<file path="config.mk">
export PLATFORM = sky130hd
export DESIGN_NAME = simon_inverse_keyexpansion
export DESIGN_NICKNAME = d
export VERILOG_FILES = /design/src/rtl/simon_inverse_keyexpansion.sv
export SDC_FILE = /design/constraint.sdc
export NUM_CORES = 1
export LEC_CHECK = 0
export CAP_MARGIN = 20
export CORE_MARGIN = 4
export CORE_UTILIZATION = 46
export DETAILED_ROUTE_END_ITERATION = 8
export GPL_TIMING_DRIVEN = 0
export PLACE_DENSITY = 0.76
export REMOVE_ABC_BUFFERS = 1
export SLEW_MARGIN = 20
export SYNTH_ARGS = -nofsm -noshare
export SYNTH_HDL_FRONTEND = slang
export SYNTH_SLANG_ARGS = --single-unit
</file>
<file path="constraint.sdc">
create_clock -name clk -period 1.8 [get_ports clk]
set_clock_uncertainty 0.1 [all_clocks]
set_input_delay 0.45 -clock clk [delete_from_list [all_inputs] [get_ports clk]]
set_output_delay 0.45 -clock clk [all_outputs]
set_load 0.05 [all_outputs]
</file>
<file path="src/rtl/simon_inverse_keyexpansion.sv">
// Reverse SIMON key schedule: regenerates k[T-1]..k[0] from the last M round keys,
// emitting one round key per valid/ready handshake to the decryption datapath.
module simon_inverse_keyexpansion #(
  parameter int N = 16,
  parameter int M = 4,
  parameter int T = 32,
  parameter logic [61:0] Z = 62'h19C3522FB386A45F,
  localparam int IW = $clog2(T)
) (
  input  logic          clk,
  input  logic          nReset,
  input  logic          start,
  input  logic [N-1:0]  key_last [M-1:0],
  output logic [N-1:0]  key_out,
  output logic [IW-1:0] key_idx,
  output logic          key_valid,
  input  logic          key_ready,
  output logic          busy,
  output logic          done
);

  localparam logic [5:0]    ZSTART = 6'((T - M - 1) % 62);
  localparam logic [IW-1:0] LASTIDX = IW'(T - 1);

  typedef enum logic [1:0] {IDLE, EMIT, DONE} state_t;

  state_t        r_state;
  state_t        w_nextState;
  logic [N-1:0]  r_win [M];
  logic [IW-1:0] r_idx;
  logic [5:0]    r_zptr;
  logic          w_accept;
  logic          w_lastKey;
  logic          w_load;
  logic [N-1:0]  w_tmp;
  logic [N-1:0]  w_mix;
  logic [N-1:0]  w_knew;

  function automatic logic [N-1:0] ror(input logic [N-1:0] x, input int s);
    return (x >> s) | (x << (N - s));
  endfunction

  assign w_accept  = (r_state == EMIT) && key_ready;
  assign w_lastKey = (r_idx == '0);
  assign w_load    = (r_state != EMIT) && start;

  // Undo one forward step: recover k[i-1] from k[i..i+M-1].
  always_comb begin
    w_tmp = ror(r_win[M-2], 3);
    if (M == 4) w_tmp = w_tmp ^ r_win[0];
    w_mix  = w_tmp ^ ror(w_tmp, 1);
    w_knew = ~(r_win[M-1] ^ w_mix ^ N'(Z[r_zptr]) ^ N'(3));
  end

  always_ff @(posedge clk or negedge nReset) begin
    if (!nReset) r_state <= IDLE;
    else         r_state <= w_nextState;
  end

  always_comb begin
    w_nextState = r_state;
    case (r_state)
      IDLE, DONE: if (start) w_nextState = EMIT;
      EMIT:       if (w_accept && w_lastKey) w_nextState = DONE;
      default:    w_nextState = IDLE;
    endcase
  end

  always_comb begin
    key_valid = (r_state == EMIT);
    busy      = (r_state == EMIT);
    done      = (r_state == DONE);
  end

  always_ff @(posedge clk or negedge nReset) begin
    if (!nReset) begin
      for (int j = 0; j < M; j++) r_win[j] <= '0;
      r_idx  <= '0;
      r_zptr <= '0;
    end else if (w_load) begin
      for (int j = 0; j < M; j++) r_win[j] <= key_last[j];
      r_idx  <= LASTIDX;
      r_zptr <= ZSTART;
    end else if (w_accept && !w_lastKey) begin
      for (int j = M - 1; j >= 1; j--) r_win[j] <= r_win[j-1];
      r_win[0] <= w_knew;
      r_idx    <= r_idx - 1'b1;
      r_zptr   <= (r_zptr == 6'd0) ? 6'd61 : r_zptr - 6'd1;
    end
  end

  assign key_out = r_win[M-1];
  assign key_idx = r_idx;

endmodule

</file>
[Yosys cells after proc, flatten, opt, wreduce, memory -nomap -nowiden]
Memories as Yosys holds them, arrays and structs flattened.
Cells that the tools add are included.
Storage, ports and cells
  register bits after elaboration: 77
  memory bits (read-only): 64
  memories: 1
  output and inout port bits: 24
  bits of input ports: 68
  logic and storage cells: 46
Cells by class
  multiplexer cells: 11
  add/subtract/negate cells: 2
  reductions and logical operators: 11
  magnitude comparators: 1
  bitwise operators: 8
  eq/ne operators: 5
Memories
  (name not given): depth 64, width 1, rd ports 1, clocked after Yosys merged registers in 0, write ports 0, RTL line 52  | w_knew = ~(r_win[M-1] ^ w_mix ^ N'(Z[r_zptr]) ^ N'(3));
Operator list (count)
  $mux 64: 2
  $xor 16x16->16: 3
  $mux 6: 3
  $not 16->16: 1
  $or 13x16->16: 1
  $or 15x16->16: 1
  $xor 16x1->16: 1
  $mux 5: 2
  $lt 6x7->1 const B: 1
  $logic_not 6->1: 1
  $sub 6x1->6 const B: 1
  $logic_not 5->1: 1
  $sub 5x1->5 const B: 1
  $logic_and 1x1->1: 4
  $mux 2: 2
  $ne 2x1->1 const B: 2
  $pmux 2 s2: 1
  $eq 2x1->1 const B: 1
  $eq 2x2->1 const B: 1
  $logic_not 2->1: 1
  $ne 2x2->1 const B: 1
  $not 2->2: 1
  $reduce_and 2->1: 1
  $reduce_bool 2->1: 1
  other kinds (3): 3

[Longest topological paths before layout]
Gate-level depths: netlist (run 1).
  depth after elaboration: 10
  mapped depth: 9
  mapped depth without buffers: 8

[Least setup slack after synthesis (run 1)]
No wires, ideal clock.
  path kind: reg2reg
  start: register r_idx[0] (netlist: key_idx[0])
  end: register r_idx[0] (netlist: key_idx[0])
  required time: 1.551 ns
  buffers on the path: 2
  setup time: 0.149 ns
  path slack: -0.391 ns
  arrival time: 1.942 ns
  cell stages (with the launch flop): 9
  period minus slack after synthesis: 2.191 ns
  cells stage by stage: dfrtp_1 > inv_1 > ha_1 > or3b_1 > o211a_1 > buf_6 > buf_2 > nor3_1 > a21oi_1
Between the ends
  cells in the longest elaborated chain, start to end: 4
  elaborated cells on any way between the ends: 7
  classes of those cells: add/sub (1); mux (2); reduce/logical (4)
RTL lines
  from (decl): RTL line 30  | logic [IW-1:0] r_idx;
  from (signal assigned): RTL line 87  | r_idx <= r_idx - 1'b1;
  parallel branches: the longest is 4 deep, another holds $sub 5x1->5
Parallel ways; which one is timed is not known. The select of a mux whose other input is x is not followed.
A chain may end at the register's enable or synchronous reset.

[Worst setup path in the final report (run 1)]
  start: register r_idx[1] (netlist: key_idx[1])
  end: register r_win[56] (netlist name)
Between the ends
  cells in the longest elaborated chain, start to end: 4
RTL lines
  $logic_not 5->1: RTL line 44  | assign w_lastKey = (r_idx == '0);
  $logic_not 1->1: RTL line 84  | end else if (w_accept && !w_lastKey) begin
  $logic_and 1x1->1: RTL line 84
  $reduce_bool 2->1 (no line)
  to (decl): RTL line 29  | logic [N-1:0] r_win [M];
Every way passes these cells.

==> results of run 1 <==
==> worst paths after layout <==
path / start / to / slack (ns)
setup / recovery: key_idx[1]$_DFFE_PN0P_ / r_win[56]$_DFFE_PN0P_ / -0.36
hold / removal: key_out[8]$_DFFE_PN0P_ / key_out[8]$_DFFE_PN0P_ / 0.43
setup reg to reg: key_idx[1]$_DFFE_PN0P_ / r_win[56]$_DFFE_PN0P_ / -0.36
hold reg to reg: key_out[8]$_DFFE_PN0P_ / key_out[8]$_DFFE_PN0P_ / 0.43
max in group asynchronous: nReset / r_win[42]$_DFFE_PN0P_ / 0.51
min in group asynchronous: nReset / r_zptr[5]$_DFFE_PN0P_ / 0.50
==> cell families (layout without fill, tap and decap cells) <==
group | count (synthesis) | after routing | share of synthesized area, %
xor+xnor | 66 | 66 | 13.38
flops | 77 | 77 | 44.61
compound gates | 93 | 100 | 13.47
fa+ha+maj | 8 | 8 | 2.318
simple gates | 202 | 203 | 18.86
buf+inv | 55 | 153 | 7.358
==> Yosys cell counts, types with 4 or more instances <==
library cell / count
nand2b_1: 4
nor3_1: 4
o21ai_0: 11
buf_2: 14
dfrtp_1: 77
inv_1: 7
clkbuf_1: 12
nand2_1: 105
a21oi_1: 23
and3_1: 4
a22oi_1: 14
a31oi_1: 36
nor2_1: 74
buf_4: 19
xor2_1: 15
ha_1: 8
xnor2_1: 51
==> worst reg2reg max path: stages (launching register included) <==
cell	delay (ns)
dfrtp_1	0.41
inv_1	0.10
ha_4	0.14
or3b_4	0.42
o211ai_4	0.20
buf_12	0.18
clkbuf_16	0.18
nor2_4	0.04
xnor2_1	0.18
a21oi_1	0.10
==> report_power, final <==
group          total, mW  internal (mW)  leakage [nW]  switching [mW]
sequential          3.81           2.64         0.915            1.17
clock               1.77           1.10         0.136           0.674
combinational       7.94           3.73          1.65            4.21
==> cell type report <==
| cell class | instances | share of cell area [%] |
|---|---|---|
| Clock buffer | 10 | 2.162 |
| Clock inverter | 6 | 2.103 |
| Sequential cell | 77 | 30.33 |
| Inverter | 7 | 0.4127 |
| Tap cell | 111 | 2.182 |
| Timing Repair Buffer | 130 | 22.86 |
| Multi-Input combinational cell | 377 | 39.96 |
==> flip-flops by register name, indices dropped and copies added (netlist names) <==
name / cells
key_idx: 5
key_out: 16
r_state: 2
r_win: 48
r_zptr: 6
==> through the flow <==
stage	util, %	TNS, ns
global route	69.22	-25.22
global placement	55.21	-346.50
finish	69.22	-20.24
floorplan	-	-178.53
detailed placement	56.42	-47.21
CTS	65.40	-19.22
==> metal layers <==
layer	share of wire [%]	track usage, %
met5	0	0
met4	1.8	6.842
met3	6.4	5.621
met2	51	40.19
met1	41	30.00
==> repair_timing <==
item                                   in CTS  in global routing
pin swaps                                  27                 64
cloned                                     11                  3
hold buffers                                1                  0
endpoints found under the hold margin      37                  0
setup endpoints to repair                  99                 79
resized for setup                         121                 78
setup buffers                              23                  8
==> summary.md, run 1 <==
| Metric | Value |
|---|---|
| Status | finished with violations |
| Violated checks | negative setup slack |
| Max-slew headroom | 42.08% |
| H-tree Lvls | 3 |
| MaxCap Viol Count | 0 |
| First-pass GRT wire length | 20,640 um |
| Antenna cells | 0 |
| Slowest stage cell, crit path | or3b_4 |
| Setup WS post-layout | -0.3632 ns |
| Post-Place Worst Slack | -0.8417 ns |
| # IOs | 92 |
| Synth top area cells | dfrtp_1 45%, xnor2_1 10%, nand2_1 9.1% |
| Placed cell count | 659 |
| Die H | 104.9 um |
| Starting density of the core | 46.97% |
| Hold Path Cell Cnt | 2 |
| Routability cong. | 0.7814 |
| Core area | 9196 um^2 |
| Vias in the first global route | 4,037 |
| Multi-input gate area | 2544 um^2 |
| Gate Count Post-Synth | 501 |
| Vias/cell | 5.632 |
| Sink Count | 77 |
| Placed Area | 5189 um^2 |
| Share of cells above drive strength 1 | 26.69% |
| Largest delay share family, worst path | buffers and inverters |
| Critical path data arrival time | 2.30 ns |
| Overall routing resource usage | 23.65% |
| Hold slack | 0.4310 ns |
| Fin. Hold Viols | 0 |
| Commonest non-fill, non-tap cell in the layout | dfrtp_1 |
| Post-Route WL | 13,710 um |
| Final HPWL DP | 7241 um |
| CP cell instances | inv_1 -> ha_4 -> or3b_4 -> o211ai_4 -> buf_12 -> clkbuf_16 -> nor2_4 -> xnor2_1 -> a21oi_1 |
| Top_reg_cell synth | dfrtp_1 |
| Largest net degree at the start of global routing | 57 |
| Via count | 4,044 |
| DRC viols | 0 |
| Achievable Freq | 0.4623 GHz |
| Syn_area_per_cell | 8.621 um^2 |
| Setup crit end kind | flop |
| Worst-margin pin slew | 0.8679 ns |
| DRT iter0 DRCs | 246 |
| Critical path class | flop to flop |
| Num CTS Buffers | 9 |
| Area occupied by registers | 1931 um^2 |
| Final #Nets | 678 |
| DRT Pass-1 Iters | 5 |
| EDFF count, synth | 0 |
| Period utilization | 120.2% |
| Critical path's largest stage delay | 0.42 ns |
| Cell Pwr Density | 2124 nW/um^2 |
| Post-route ant nets | 0 |
| Post-Syn Area | 4319 um^2 |
| PortBufs | 91 |
| Yosys top cell by area | dfrtp_1 |
| CTS tree | done |
| Max Root-Sink Buffers | 2 |
| FILL cells | 707 |
| Leakage | 2.705 nW |
| Die area | 11,000 um^2 |
| Routed wire per std cell | 19.10 um |
| # setup viols final | 74 |
| RSZ-0062 raised after global routing | true |
| R2R depth | 9 |
| Crit Path Max Fanout | 7 |
| Peak VDD IR | 0.9661 mV |
| Startpoint Class | flop |
| Critical path buffers and inverters | 3 |
| Total power | 13.52 mW |
| Synth Warn # | 0 |
| Gr ovfl total | 0 |
| Post-synth top area share | 44.61% |
| Sequential-to-total area share from yosys stat | 44.61% |
| Most frequent cells in the layout | 76 x dfrtp_1, 70 x nand2_1, 65 x clkdlybuf4s50_1 |
| Clk root buf | clkbuf_8 |
| Fin area | 6366 um^2 |
| Num rows | 35 |
| Initial antenna violation count | 0 |
| Fin cells | 718 |
| Crit path required time | 1.93 ns |
| Worst skew pair latency | 0.36 ns |
| Total stage count of the critical path | 9 |
| Clock transition at path regs | 0.08 ns |
| Post-layout min period | 2.163 ns |
| Yosys reg bits | 77 |
| Max Slew Vio Count | 0 |
| Ys async rst share | 100.0% |
| Synth-to-Final Area Change | 47.39% |
| Synth cell types | 32 |
| Min-Delay Path Class | flop to flop |
| Die X | 104.9 um |
(Power assumes the default switching activity.)
==> inputs of run 2 (changes only) <==
- CTS_CLUSTER_SIZE: not set -> 40
==> results of run 2 <==
Same layout as run 1: the final DEF is identical, and so are final timing and power.
==> inputs of run 3 (changes only) <==
- CORE_ASPECT_RATIO: not set -> 2
- CORE_UTILIZATION: 46 -> 37
- PLACE_DENSITY: 0.76 -> 0.64
==> run 3 against run 2 <==
The run still ends with negative setup slack left; final cell count increased by 3.6%; largest cell class unchanged; first-iteration DRC count decreased by 26%; die area increased by 23%; critical endpoint is now r_win[63]$_DFFE_PN0P_.
==> summary.md, run 3 (synthesis gave the netlist of run 1 again) <==
| Metric | Value |
|---|---|
| Status | finished with violations (unchanged) |
| Violated checks | negative setup slack (unchanged) |
| DRT Pass-1 Iters | 4 (was 5) |
| Die H | 160.8 um (was 104.9 um) |
| Most frequent cells in the layout | 82 x nand2_1, 75 x dfrtp_1, 72 x nor2_1 (was 76 x dfrtp_1, 70 x nand2_1, 65 x clkdlybuf4s50_1) |
| Via count | 3,916 (was 4,044) |
| Crit path required time | 1.90 ns (was 1.93 ns) |
| Starting density of the core | 38.04% (was 46.97%) |
| Die area | 13,570 um^2 (was 11,000 um^2) |
| Num rows | 55 (was 35) |
| RSZ-0062 raised after global routing | true (unchanged) |
| Final HPWL DP | 7811 um (was 7241 um) |
| Final #Nets | 673 (was 678) |
| Clock transition at path regs | 0.07 ns (was 0.08 ns) |
| Largest reg by FF count | r_win (unchanged) |
| H-tree Lvls | 3 (unchanged) |
| First-pass GRT wire length | 21,750 um (was 20,640 um) |
| Setup WS post-layout | -0.3409 ns (was -0.3632 ns) |
| Vias/cell | 5.263 (was 5.632) |
| MaxCap Viol Count | 0 (unchanged) |
| Period utilization | 118.9% (was 120.2%) |
| Met2 usage | 37.16% (was 40.19%) |
| DRC viols | 0 (unchanged) |
| GR peak layer | met2 (unchanged) |
| Total power | 12.90 mW (was 13.52 mW) |
| Met1 Use GR | 22.21% (was 30.00%) |
| Max reg flops | 48 (unchanged) |
| Gr ovfl total | 0 (unchanged) |
| Achievable Freq | 0.4671 GHz (was 0.4623 GHz) |
| Max Slew Vio Count | 0 (unchanged) |
| Core area | 11,350 um^2 (was 9196 um^2) |
| Critical path class | flop to flop (unchanged) |
| Overall routing resource usage | 20.35% (was 23.65%) |
| Sink Count | 77 (unchanged) |
| Worst skew pair latency | 0.33 ns (was 0.36 ns) |
| CTS tree | done (unchanged) |
| # setup viols final | 75 (was 74) |
| Num CTS Buffers | 9 (unchanged) |
| Initial antenna violation count | 0 (unchanged) |
| Vias in the first global route | 4,151 (was 4,037) |
| # IOs | 92 (unchanged) |
| Post-route ant nets | 0 (unchanged) |
| Met3 usage | 3.850% (was 5.621%) |
| Routability cong. | 0.7943 (was 0.7814) |
| Largest net degree at the start of global routing | 73 (was 57) |
| Antenna cells | 0 (unchanged) |
| Max-slew headroom | 61.90% (was 42.08%) |
| Clk root buf | clkbuf_16 (was clkbuf_8) |
| Max Root-Sink Buffers | 2 (unchanged) |
| Synth-to-Final Area Change | 43.97% (was 47.39%) |
| Share of cells above drive strength 1 | 21.93% (was 26.69%) |
| Setup crit end kind | flop (unchanged) |
| Commonest non-fill, non-tap cell in the layout | nand2_1 (was dfrtp_1) |
| Leakage | 2.644 nW (was 2.705 nW) |
| FILL cells | 1,030 (was 707) |
| Peak VDD IR | 0.8258 mV (was 0.9661 mV) |
| Worst-margin pin slew | 0.5715 ns (was 0.8679 ns) |
| Startpoint Class | flop (unchanged) |
| Fin. Hold Viols | 0 (unchanged) |
| PortBufs | 91 (unchanged) |
| Routed wire per std cell | 18.15 um (was 19.10 um) |
| Crit Path Max Fanout | 5 (was 7) |
| Post-layout min period | 2.141 ns (was 2.163 ns) |
| DRT iter0 DRCs | 181 (was 246) |
| Min-Delay Path Class | flop to flop (unchanged) |
| Critical path data arrival time | 2.24 ns (was 2.30 ns) |
| TNS Setup | -15.88 ns (was -20.24 ns) |
| Cell Pwr Density | 2075 nW/um^2 (was 2124 nW/um^2) |
| Die X | 84.40 um (was 104.9 um) |
| Post-Route WL | 13,510 um (was 13,710 um) |
==> run 3: cell count changes in the layout (fill, tap and decap cells not counted), sizes merged <==
| cell | change |
|---|---|
| o211ai | -1 |
| bufinv | -4 |
| buf | +1 |
| clkbuf | -2 |
| clkinvlp | +3 |
| o211a | -2 |
==> run 3: where the power goes <==
group	internal [mW]	switching [mW]	total, mW
clock network	0.972	0.725	1.70
registers	2.64	1.15	3.80
logic	3.53	3.88	7.41
==> run 3: final timing paths <==
path,start,slack (ns),cells after the start,endpoint
min,key_out[8]$_DFFE_PN0P_,0.43,2,key_out[8]$_DFFE_PN0P_
min in group asynchronous,nReset,0.48,2,r_win[23]$_DFFE_PN0P_
max in group asynchronous,nReset,0.51,3,key_idx[4]$_DFFE_PN0P_
max,key_idx[0]$_DFFE_PN0P_,-0.34,9,r_win[63]$_DFFE_PN0P_
max reg2reg,key_idx[0]$_DFFE_PN0P_,-0.34,9,r_win[63]$_DFFE_PN0P_
min reg2reg,key_out[8]$_DFFE_PN0P_,0.43,2,key_out[8]$_DFFE_PN0P_
==> run 3: worst max-delay path, stage by stage, from the launching register on <==
cell       delay [ns]
dfrtp_1          0.39
inv_1            0.07
ha_2             0.17
or3b_4           0.41
o211ai_4         0.24
clkbuf_16        0.21
buf_4            0.13
nor2_1           0.05
xnor2_1          0.15
a21oi_1          0.09
==> run 3: final cells by class <==
class | instances | area, um^2 | share of cell area (%)
clock inverters | 5 | 36.28 | 0.5835
multi-input cells | 374 | 2407 | 38.71
well taps | 142 | 177.7 | 2.857
inverters | 7 | 26.28 | 0.4225
clock buffers | 11 | 242.7 | 3.903
flip-flops and latches | 77 | 1929 | 31.03
repair buffers | 128 | 1399 | 22.49
==> run 3: routing by layer <==
| layer | share of wire [%] | vias up |
|---|---|---|
| li1 | - | 1847 |
| met1 | 36 | 1898 |
| met2 | 55 | 133 |
| met3 | 5.4 | 38 |
| met4 | 4.2 | 0 |
| met5 | 0 | - |
==> run 3: what timing repair did <==
| item | 4_1_cts | 5_1_grt |
|---|---|---|
| hold buffers | 1 | 0 |
| buffers inserted | 25 | 8 |
| gates cloned | 8 | 0 |
| gates resized for setup | 139 | 40 |
| pin swaps | 34 | 33 |
| setup endpoints to repair | 99 | 78 |
| endpoints found under the hold margin | 23 | 0 |
==> run 3: stage by stage <==
stage	setup slack (ns)	area (um^2)	hold slack, ns	instances	utilization [%]
finish	-0.3409	6218	0.4287	744	54.77
global placement	-2.779	5116	0.3704	686	45.06
CTS	-0.3255	6102	0.4218	740	53.74
floorplan	-2.814	4028	0.05441	453	-
global route	-0.4030	6218	0.4544	744	54.77
detailed placement	-0.8725	5243	0.2828	690	46.17
